[src/rtl/ysyx_23060240_lsu_ctrl.sv]
// ysyx_23060240_lsu_ctrl
// Load/store controller between the execute stage and the LSU SRAM port.
// One op in flight; IDLE -> REQ -> DATA (loads only) -> RESP.
// Every output is a register loaded from the next-state logic, so the SRAM
// request, the write-back handshake and the tag/data lanes change only on clk.
// Optional feature: define LSU_MISALIGN_CHECK_EN to trap misaligned H/HU/W
// accesses (no SRAM request, out_err=1). Without it, out_err stays 0 and
// misaligned ops issue with the upper lanes truncated.
module ysyx_23060240_lsu_ctrl (
    input  logic        clk,
    input  logic        rst,
    input  logic        in_valid,
    output logic        in_ready,
    input  logic        in_is_load,
    input  logic        in_is_store,
    input  logic [2:0]  in_funct3,
    input  logic [31:0] in_addr,
    input  logic [31:0] in_wdata,
    input  logic [4:0]  in_rd,
    output logic [31:0] mem_raddr,
    output logic        mem_r_en,
    output logic [31:0] mem_waddr,
    output logic [7:0]  mem_wmask,
    output logic        mem_w_en,
    output logic [31:0] mem_wdata,
    input  logic [31:0] mem_rdata,
    output logic        out_valid,
    input  logic        out_ready,
    output logic [31:0] out_rdata,
    output logic [4:0]  out_rd,
    output logic        out_err
);

    typedef enum logic [1:0] {
        S_IDLE = 2'd0,
        S_REQ  = 2'd1,
        S_DATA = 2'd2,
        S_RESP = 2'd3
    } state_t;

    state_t      state_r, state_nx_s;

    // Latched op context (only what later states actually need)
    logic [2:0]  f3_r;
    logic [1:0]  off_r;
    logic [4:0]  rd_r;
    logic        is_load_r;
    logic        lat_en_s;

    // Output registers and their next values
    logic        in_ready_r,  in_ready_nx_s;
    logic [31:0] mem_raddr_r, mem_raddr_nx_s;
    logic        mem_r_en_r,  mem_r_en_nx_s;
    logic [31:0] mem_waddr_r, mem_waddr_nx_s;
    logic [7:0]  mem_wmask_r, mem_wmask_nx_s;
    logic        mem_w_en_r,  mem_w_en_nx_s;
    logic [31:0] mem_wdata_r, mem_wdata_nx_s;
    logic        out_valid_r, out_valid_nx_s;
    logic [31:0] out_rdata_r, out_rdata_nx_s;
    logic [4:0]  out_rd_r,    out_rd_nx_s;
    logic        out_err_r,   out_err_nx_s;

    logic        misalign_s;
    logic [31:0] align_addr_s;
    logic [1:0]  in_off_s;

    // Byte-lane mask for a store of the given width at byte offset off.
    function automatic logic [3:0] store_mask_f(input logic [2:0] f3, input logic [1:0] off);
        logic [3:0] m;
        case (f3[1:0])
            2'b00:   m = 4'b0001 << off;
            2'b01:   m = 4'b0011 << off;
            default: m = 4'b1111;
        endcase
        return m;
    endfunction

    // Shift the returned word down to the addressed byte, then extend.
    function automatic logic [31:0] load_ext_f(input logic [2:0] f3, input logic [1:0] off,
                                              input logic [31:0] word);
        logic [31:0] sh;
        logic [31:0] r;
        sh = word >> {off, 3'b000};
        case (f3)
            3'b000:  r = {{24{sh[7]}}, sh[7:0]};
            3'b001:  r = {{16{sh[15]}}, sh[15:0]};
            3'b100:  r = {24'h000000, sh[7:0]};
            3'b101:  r = {16'h0000, sh[15:0]};
            default: r = sh;
        endcase
        return r;
    endfunction

`ifdef LSU_MISALIGN_CHECK_EN
    // Halfword needs addr[0]=0, word needs addr[1:0]=0.
    function automatic logic misalign_f(input logic [2:0] f3, input logic [1:0] off);
        logic m;
        case (f3)
            3'b001, 3'b101: m = off[0];
            3'b010:         m = (off != 2'b00);
            default:        m = 1'b0;
        endcase
        return m;
    endfunction

    assign misalign_s = misalign_f(in_funct3, in_addr[1:0]);
`else
    assign misalign_s = 1'b0;
`endif

    assign in_off_s     = in_addr[1:0];
    assign align_addr_s = {in_addr[31:2], 2'b00};

    // Next-state and next-output decode; every output defaults to 0.
    always_comb begin
        state_nx_s     = state_r;
        lat_en_s       = 1'b0;
        mem_raddr_nx_s = 32'h0000_0000;
        mem_r_en_nx_s  = 1'b0;
        mem_waddr_nx_s = 32'h0000_0000;
        mem_wmask_nx_s = 8'h00;
        mem_w_en_nx_s  = 1'b0;
        mem_wdata_nx_s = 32'h0000_0000;
        out_valid_nx_s = 1'b0;
        out_rdata_nx_s = 32'h0000_0000;
        out_rd_nx_s    = 5'd0;
        out_err_nx_s   = 1'b0;
        case (state_r)
            S_IDLE: begin
                if (in_valid) begin
                    lat_en_s = 1'b1;
                    if ((in_is_load || in_is_store) && misalign_s) begin
                        state_nx_s     = S_RESP;
                        out_valid_nx_s = 1'b1;
                        out_rd_nx_s    = in_rd;
                        out_err_nx_s   = 1'b1;
                    end else if (in_is_load) begin
                        state_nx_s     = S_REQ;
                        mem_r_en_nx_s  = 1'b1;
                        mem_raddr_nx_s = align_addr_s;
                    end else if (in_is_store) begin
                        state_nx_s     = S_REQ;
                        mem_w_en_nx_s  = 1'b1;
                        mem_waddr_nx_s = align_addr_s;
                        mem_wmask_nx_s = {4'b0000, store_mask_f(in_funct3, in_off_s)};
                        mem_wdata_nx_s = in_wdata << {in_off_s, 3'b000};
                    end else begin
                        // Neither load nor store: complete immediately with zero data
                        state_nx_s     = S_RESP;
                        out_valid_nx_s = 1'b1;
                        out_rd_nx_s    = in_rd;
                    end
                end else begin
                    state_nx_s = S_IDLE;
                end
            end
            S_REQ: begin
                if (is_load_r) begin
                    state_nx_s = S_DATA;
                end else begin
                    state_nx_s     = S_RESP;
                    out_valid_nx_s = 1'b1;
                    out_rd_nx_s    = rd_r;
                end
            end
            S_DATA: begin
                state_nx_s     = S_RESP;
                out_valid_nx_s = 1'b1;
                out_rd_nx_s    = rd_r;
                out_rdata_nx_s = load_ext_f(f3_r, off_r, mem_rdata);
            end
            S_RESP: begin
                if (out_ready) begin
                    state_nx_s = S_IDLE;
                end else begin
                    out_valid_nx_s = 1'b1;
                    out_rdata_nx_s = out_rdata_r;
                    out_rd_nx_s    = out_rd_r;
                    out_err_nx_s   = out_err_r;
                end
            end
            default: begin
                state_nx_s = S_IDLE;
            end
        endcase
        in_ready_nx_s = (state_nx_s == S_IDLE);
    end

    // State and registered outputs; reset returns to IDLE and drops any pending op.
    always_ff @(posedge clk) begin
        if (rst) begin
            state_r     <= S_IDLE;
            in_ready_r  <= 1'b1;
            mem_raddr_r <= 32'h0000_0000;
            mem_r_en_r  <= 1'b0;
            mem_waddr_r <= 32'h0000_0000;
            mem_wmask_r <= 8'h00;
            mem_w_en_r  <= 1'b0;
            mem_wdata_r <= 32'h0000_0000;
            out_valid_r <= 1'b0;
            out_rdata_r <= 32'h0000_0000;
            out_rd_r    <= 5'd0;
            out_err_r   <= 1'b0;
        end else begin
            state_r     <= state_nx_s;
            in_ready_r  <= in_ready_nx_s;
            mem_raddr_r <= mem_raddr_nx_s;
            mem_r_en_r  <= mem_r_en_nx_s;
            mem_waddr_r <= mem_waddr_nx_s;
            mem_wmask_r <= mem_wmask_nx_s;
            mem_w_en_r  <= mem_w_en_nx_s;
            mem_wdata_r <= mem_wdata_nx_s;
            out_valid_r <= out_valid_nx_s;
            out_rdata_r <= out_rdata_nx_s;
            out_rd_r    <= out_rd_nx_s;
            out_err_r   <= out_err_nx_s;
        end
    end

    // Capture the op context when a request is accepted.
    always_ff @(posedge clk) begin
        if (rst) begin
            f3_r      <= 3'b000;
            off_r     <= 2'b00;
            rd_r      <= 5'd0;
            is_load_r <= 1'b0;
        end else if (lat_en_s) begin
            f3_r      <= in_funct3;
            off_r     <= in_off_s;
            rd_r      <= in_rd;
            is_load_r <= in_is_load;
        end else begin
            f3_r      <= f3_r;
            off_r     <= off_r;
            rd_r      <= rd_r;
            is_load_r <= is_load_r;
        end
    end

    assign in_ready  = in_ready_r;
    assign mem_raddr = mem_raddr_r;
    assign mem_r_en  = mem_r_en_r;
    assign mem_waddr = mem_waddr_r;
    assign mem_wmask = mem_wmask_r;
    assign mem_w_en  = mem_w_en_r;
    assign mem_wdata = mem_wdata_r;
    assign out_valid = out_valid_r;
    assign out_rdata = out_rdata_r;
    assign out_rd    = out_rd_r;
    assign out_err   = out_err_r;

endmodule

[config.mk]
export PLATFORM = sky130hd
export DESIGN_NAME = ysyx_23060240_lsu_ctrl
export DESIGN_NICKNAME = d
export VERILOG_FILES = /design/src/rtl/ysyx_23060240_lsu_ctrl.sv
export SDC_FILE = /design/constraint.sdc
export NUM_CORES = 1
export LEC_CHECK = 0
export BUFFER_PORTS_ARGS = -buffer_cell sky130_fd_sc_hd__buf_4
export CAP_MARGIN = 20
export CORE_MARGIN = 2
export CORE_UTILIZATION = 25
export CTS_CLUSTER_SIZE = 20
export DETAILED_ROUTE_END_ITERATION = 10
export SYNTH_ARGS = -nofsm -noshare
export SYNTH_HDL_FRONTEND = slang
export SYNTH_SLANG_ARGS = --single-unit
export TNS_END_PERCENT = 30
[constraint.sdc]
create_clock -name clk -period 1.35 [get_ports clk]
set_input_delay 0.0675 -clock clk [delete_from_list [all_inputs] [get_ports clk]]
set_output_delay 0.0675 -clock clk [all_outputs]
set_load 0.05 [all_outputs]
Word-level counts from Yosys, hierarchy flattened --
Cells that the tools add are included.
Cells by class: bitwise gates (word level) 4, equal/unequal tests 8, muxes and demuxes 26, reduce and logical (&&, ||, !) cells 8, shift operators 4
Operators by type and width (number):
- 32-bit case mux with 4 select lines | 1
- 32-bit case mux with 2 select lines | 1
- 32-bit 2-to-1 mux | 1
- 32-bit by 5-bit left shift with 32-bit output | 1
- 32-bit by 5-bit >> shifter with 32-bit output | 1
- 5-bit 2-to-1 mux | 5
- 5-bit case mux with 4 select lines | 1
- 1-bit 2-to-1 mux | 10
- 2-bit 2-to-1 mux | 4
- 2-bit case mux with 4 select lines | 1
- 4-bit case mux with 2 select lines | 1
- 4-bit OR reduction | 2
- 3-bit equality test (second input constant) | 2
- 2-bit zero test | 3
- 5-bit OR reduction | 1
- 2-bit by 1-bit equality test with 1-bit output (second input constant) | 2
- 2-bit equality test (second input constant) | 2
- 1-bit NOT | 4
- 1-bit case mux with 4 select lines | 1
- 1-bit by 2-bit left shift with 4-bit output (first input constant) | 1
- 2-bit by 2-bit left shift with 4-bit output (first input constant) | 1
- 3-bit by 1-bit equality test with 1-bit output (second input constant) | 1
- 3-bit zero test | 1
- 3-bit OR reduction | 1
- 2-bit inequality test (second input constant) | 1
Storage, ports and cells: input bits 110, register bits after elaboration 158

Logic depth before layout (Yosys ltp) --
depth in word-level cells 5, mapped depth 7

Worst setup path before layout --
No wires, ideal clock.
path type flip-flop to flip-flop, start register off_r[0], end register out_rdata_r[21], in the netlist out_rdata[21], setup time 132 ps, buffers on the path 2, setup slack -97 ps, arrival 1315 ps, cell stages (with the launch flop) 7, period minus slack after synthesis 1447 ps, data required time 1218 ps, cell sequence dfxtp_1 > buf_4 > mux2_2 > o2bb2a_4 > nand4_2 > buf_4 > a21oi_1
Between the ends: longest elaborated chain between the ends 3
Ends and longest elaborated chain:
- start: declaration | RTL line 45 | logic [1:0] off_r;
- start signal: assignment | RTL line 229 | off_r <= in_off_s;
- start signal: assignment | RTL line 234 | off_r <= off_r;
- 32-bit by 5-bit >> shifter with 32-bit output | RTL line 83 | sh = word >> {off, 3'b000};
- 32-bit case mux with 4 select lines | RTL line 84 | case (f3)
- 32-bit case mux with 2 select lines | RTL line 128 | case (state_r)
- end signal: assignment | RTL line 214 | out_rdata_r <= out_rdata_nx_s;
- end: declaration | RTL line 59 | logic [31:0] out_rdata_r, out_rdata_nx_s;
No other way between the ends. A chain may end at the register's enable or synchronous reset.

Worst setup path after layout --
start register off_r[0], end register out_rdata_r[22], in the netlist out_rdata[22]
The elaborated chain is that of the path after synthesis.

==> flow_summary_export.csv <==
group,metric,value,unit
run_status,outcome,"finished with violations",
run_status,violations,"negative setup slack",
critical_path,arrival,1.74,ns
placed_design,io_buffers,246,
critical_path,critical_path_class,"register to register",
critical_path,worstPathCellList,"buf_4 > buf_16 > buf_4 > mux2_2 > a22oi_1 > a21oi_1",
cts,cts_tree,"done",
synth,syn_inst,547,
critical_path,reg2reg_to,"out_rdata[22]",
global_routing,grt_pass1_vias,5309,
floorplanning,coreArea,0.0219,mm^2
critical_path,r2r_cells,6,
power_and_ir_drop,ir_drop,0.000729,V
global_routing,gr-usage-all-layers,15.4,%
run,cap_violations,0,
timing,setup_ws,-0.101,ns
critical_path,crit_fanout,11,
cells_and_area,multiInputGateArea,0.00248,mm^2
placed_design,dpl.hpwl,13.1,mm
synth,ys_ff_latch,150,
critical_path,cp_slowest_cell,"dfxtp_4",
timing,tightest_slew,0.493,ns
global_routing,met2_usage,26.6,%
critical_path,critPathMostFrequentCell,"buf_4",
drt,ant_nets,0,
timing,hold_violations,0,
power_and_ir_drop,powerDensity,1240,mW/mm^2
drt,first_pass_iters,5,
synth,postSynthAreaPerCell,10.2,um^2
global_routing,gr-total-overflow,0,
timing,tns,-2.08,ns
cts,cts_made_buffers,17,
cts,clock_path_buffers,2,
cells_and_area,final_nets,990,
power_and_ir_drop,power.leakage,4.15,nW
synth,synth.largest_area_cell,"dfxtp_1",
hold_path,holdCritStartpoint,"in_wdata[18]",
cells_and_area,diodes,0,
drt,drc,0,
cts,clk_latency,0.42,ns
global_routing,grt_max_degree,41,
critical_path,start_kind,"register",
timing,slew_viol_final,0,
synth,syn-cell-area,0.00558,mm^2
drt,wirelength,18.7,mm
synth,synth_edf_count,0,
synth,yosys-top-cells-count,"dfxtp_1 (150), and2_1 (69), a21oi_1 (47), nor2_1 (41), nand2_1 (32)",
timing,setup_viol,38,
critical_path,cp_data_required_time,1.64,ns
drt,first_iter_violations,231,
drt,wl_per_cell,15.9,um
drt,avgViaCountPerCell,4.46,
placed_design,pre_cts_slack,-0.168,ns
global_routing,antenna_found_initial,0,
drt,route.vias.total,5232,
critical_path,reg2reg_setup_slack,-0.10,ns
cts,cts_sinks,150,
timing,slew_headroom,66.9,%
power_and_ir_drop,power,11.7,mW
critical_path,end_kind,"register",
floorplanning,rows,54,
cells_and_area,fillers,2128,
timing,period_share,108,%
hold_path,min_to,"mem_wdata[26]",
synth,yosysMostFrequentCell,"dfxtp_1",
cells_and_area,seqCellArea,0.00302,mm^2
timing,period_needed,1.45,ns
synth,ys_warn_count,0,
timing,clock_skew,0.00935,ns
critical_path,critPathMaxStageDelay,0.38,ns
cts,clock-root-buffer,"clkbuf_16",
floorplanning,die_w,153,um
global_routing,use_met3,5.53,%
floorplanning,dieArea,0.0235,mm^2
floorplanning,die_h,153,um
hold_path,worstHoldPathCells,3,
cells_and_area,area_growth,69.4,%
synth,ys_top_cells_by_area,"dfxtp_1 (54%), and2_1 (7.7%), mux2i_1 (4.7%), a21oi_1 (4.2%), a22oi_1 (3.2%)",
hold_path,hp-class,"input pin to register",
synth,ys_seq_area_share,53.8,%
synth,synth_top_area_share,53.8,%
global_routing,grt_pass1_wl,28.7,mm
critical_path,r2r_start,"off_r[0]",
placed_design,gp_congestion,0.764,
timing,fmax,0.689,GHz
floorplanning,start_util,25.5,%
synth,ys_types,42,
cts,cts_max_level,4,
cts,path_clk_slew,0.07,ns
synth,ys_async_sr_fraction,0,%
floorplanning,pin_count,256,
synth,synthFlopType,"dfxtp_1",
cells_and_area,drive_gt1_share,42.4,%
global_routing,gr-max-usage-layer,"met2",
global_routing,grt_use_met1,17.9,%
timing,grt_setup_unrepaired,"yes",
what timing repair did:
action | in CTS | in global routing
setup buffers | 2 | 2
cloned | 4 | 0
hold buffers | 66 | 0
gates resized for setup | 28 | 21
pin swaps | 17 | 18
endpoints found under the setup margin | 128 | 125
hold endpoints to repair | 114 | 0
placed cells by master, fill, tap and decap left out, types with 2 or more instances in the layout:
cell           netlist  layout
a211oi_1            16      16
a21oi_1             47      45
a21oi_2              0       2
a222oi_1             5       5
a22oi_1             24       9
a22oi_2              0      15
and2_1              69      69
buf_12               0       6
buf_4               15     276
buf_6                1       5
bufbuf_16            0       2
bufinv_16            0       2
clkbuf_16            0      17
clkinv_2             0       2
conb_1               1       9
dfxtp_1            150     146
dfxtp_4              0       3
dlygate4sd3_1        0      66
inv_1                2       2
inv_6                0       6
inv_8                0       5
mux2_2               8       7
mux2i_1             26      25
mux4_2               8       8
nand2_1             32      31
nand2b_1             5       5
nand3_2              0       2
nand3b_1             8       8
nand4_4              0       2
nor2_1              41      40
nor2b_1             14      13
nor3_2               2       2
o21ai_0             18       8
o21ai_1              1      11
layout make-up:
cell class	instances	area share [%]
sequential	150	31.9
tap	280	3.70
clock buffer	17	4.50
multi-input combinational	352	26.2
timing repair buffer	356	31.7
inverter	3	0.119
clock inverter	15	1.89
metrics by stage:
stage	cells	utilization [%]	cell area, um^2	hold WS (ns)
after CTS	1171	42.7	9350	0.0125
after global routing	1173	43.2	9460	0.0388
after global placement	1067	36.1	7900	0.276
after floorplan	555	-	5630	0.189
final	1173	43.2	9460	0.0375
after detailed placement	1067	36.1	7900	0.278
power breakdown:
group | leakage (nW) | switching (mW) | internal (mW)
sequential | 1.22 | 0.0932 | 4.58
clock | 0.303 | 2.11 | 2.82
combinational | 2.62 | 1.18 | 0.952
flip-flops by register name, summed over array words and instances (netlist names), 2 cells and up:
name	count
mem_wdata	32
out_rdata	32
mem_raddr	30
mem_waddr	30
out_rd	5
rd_r	5
mem_wmask	4
f3_r	3
off_r	2
state_r	2
cell families after synthesis:
group | share of synthesized area, %
DFF | 53.8
other | 0.0672
buffers and inverters | 5.09
and+or+nand+nor | 18.3
AOI/OAI and AO/OA | 13.3
muxes | 9.50
worst max-delay path, delay by kind of cell, from the launching register on:
kind | cells | cell delay (ns)
AOI/OAI and AO/OA | 2 | 0.23
buffers and inverters | 3 | 0.40
DFF | 1 | 0.38
muxes | 1 | 0.32
routing by layer:
metal | vias up | share of wire [%]
met5 | - | 0
met4 | 0 | 2.0
met3 | 25 | 8.2
met2 | 224 | 50
met1 | 2454 | 40
li1 | 2529 | -
how the worst max path moves through the flow:
stage                    endpoint  depth (start not counted)       start
detailed placement  out_rdata[26]                          6  state_r[1]
CTS                      in_ready                          4  state_r[1]
finish              out_rdata[22]                          6    off_r[0]
global placement    out_rdata[27]                          6  state_r[1]
global route        out_rdata[21]                          5  state_r[1]
floorplan                in_ready                          5  state_r[0]
Power figures use the tool's default switching activity.
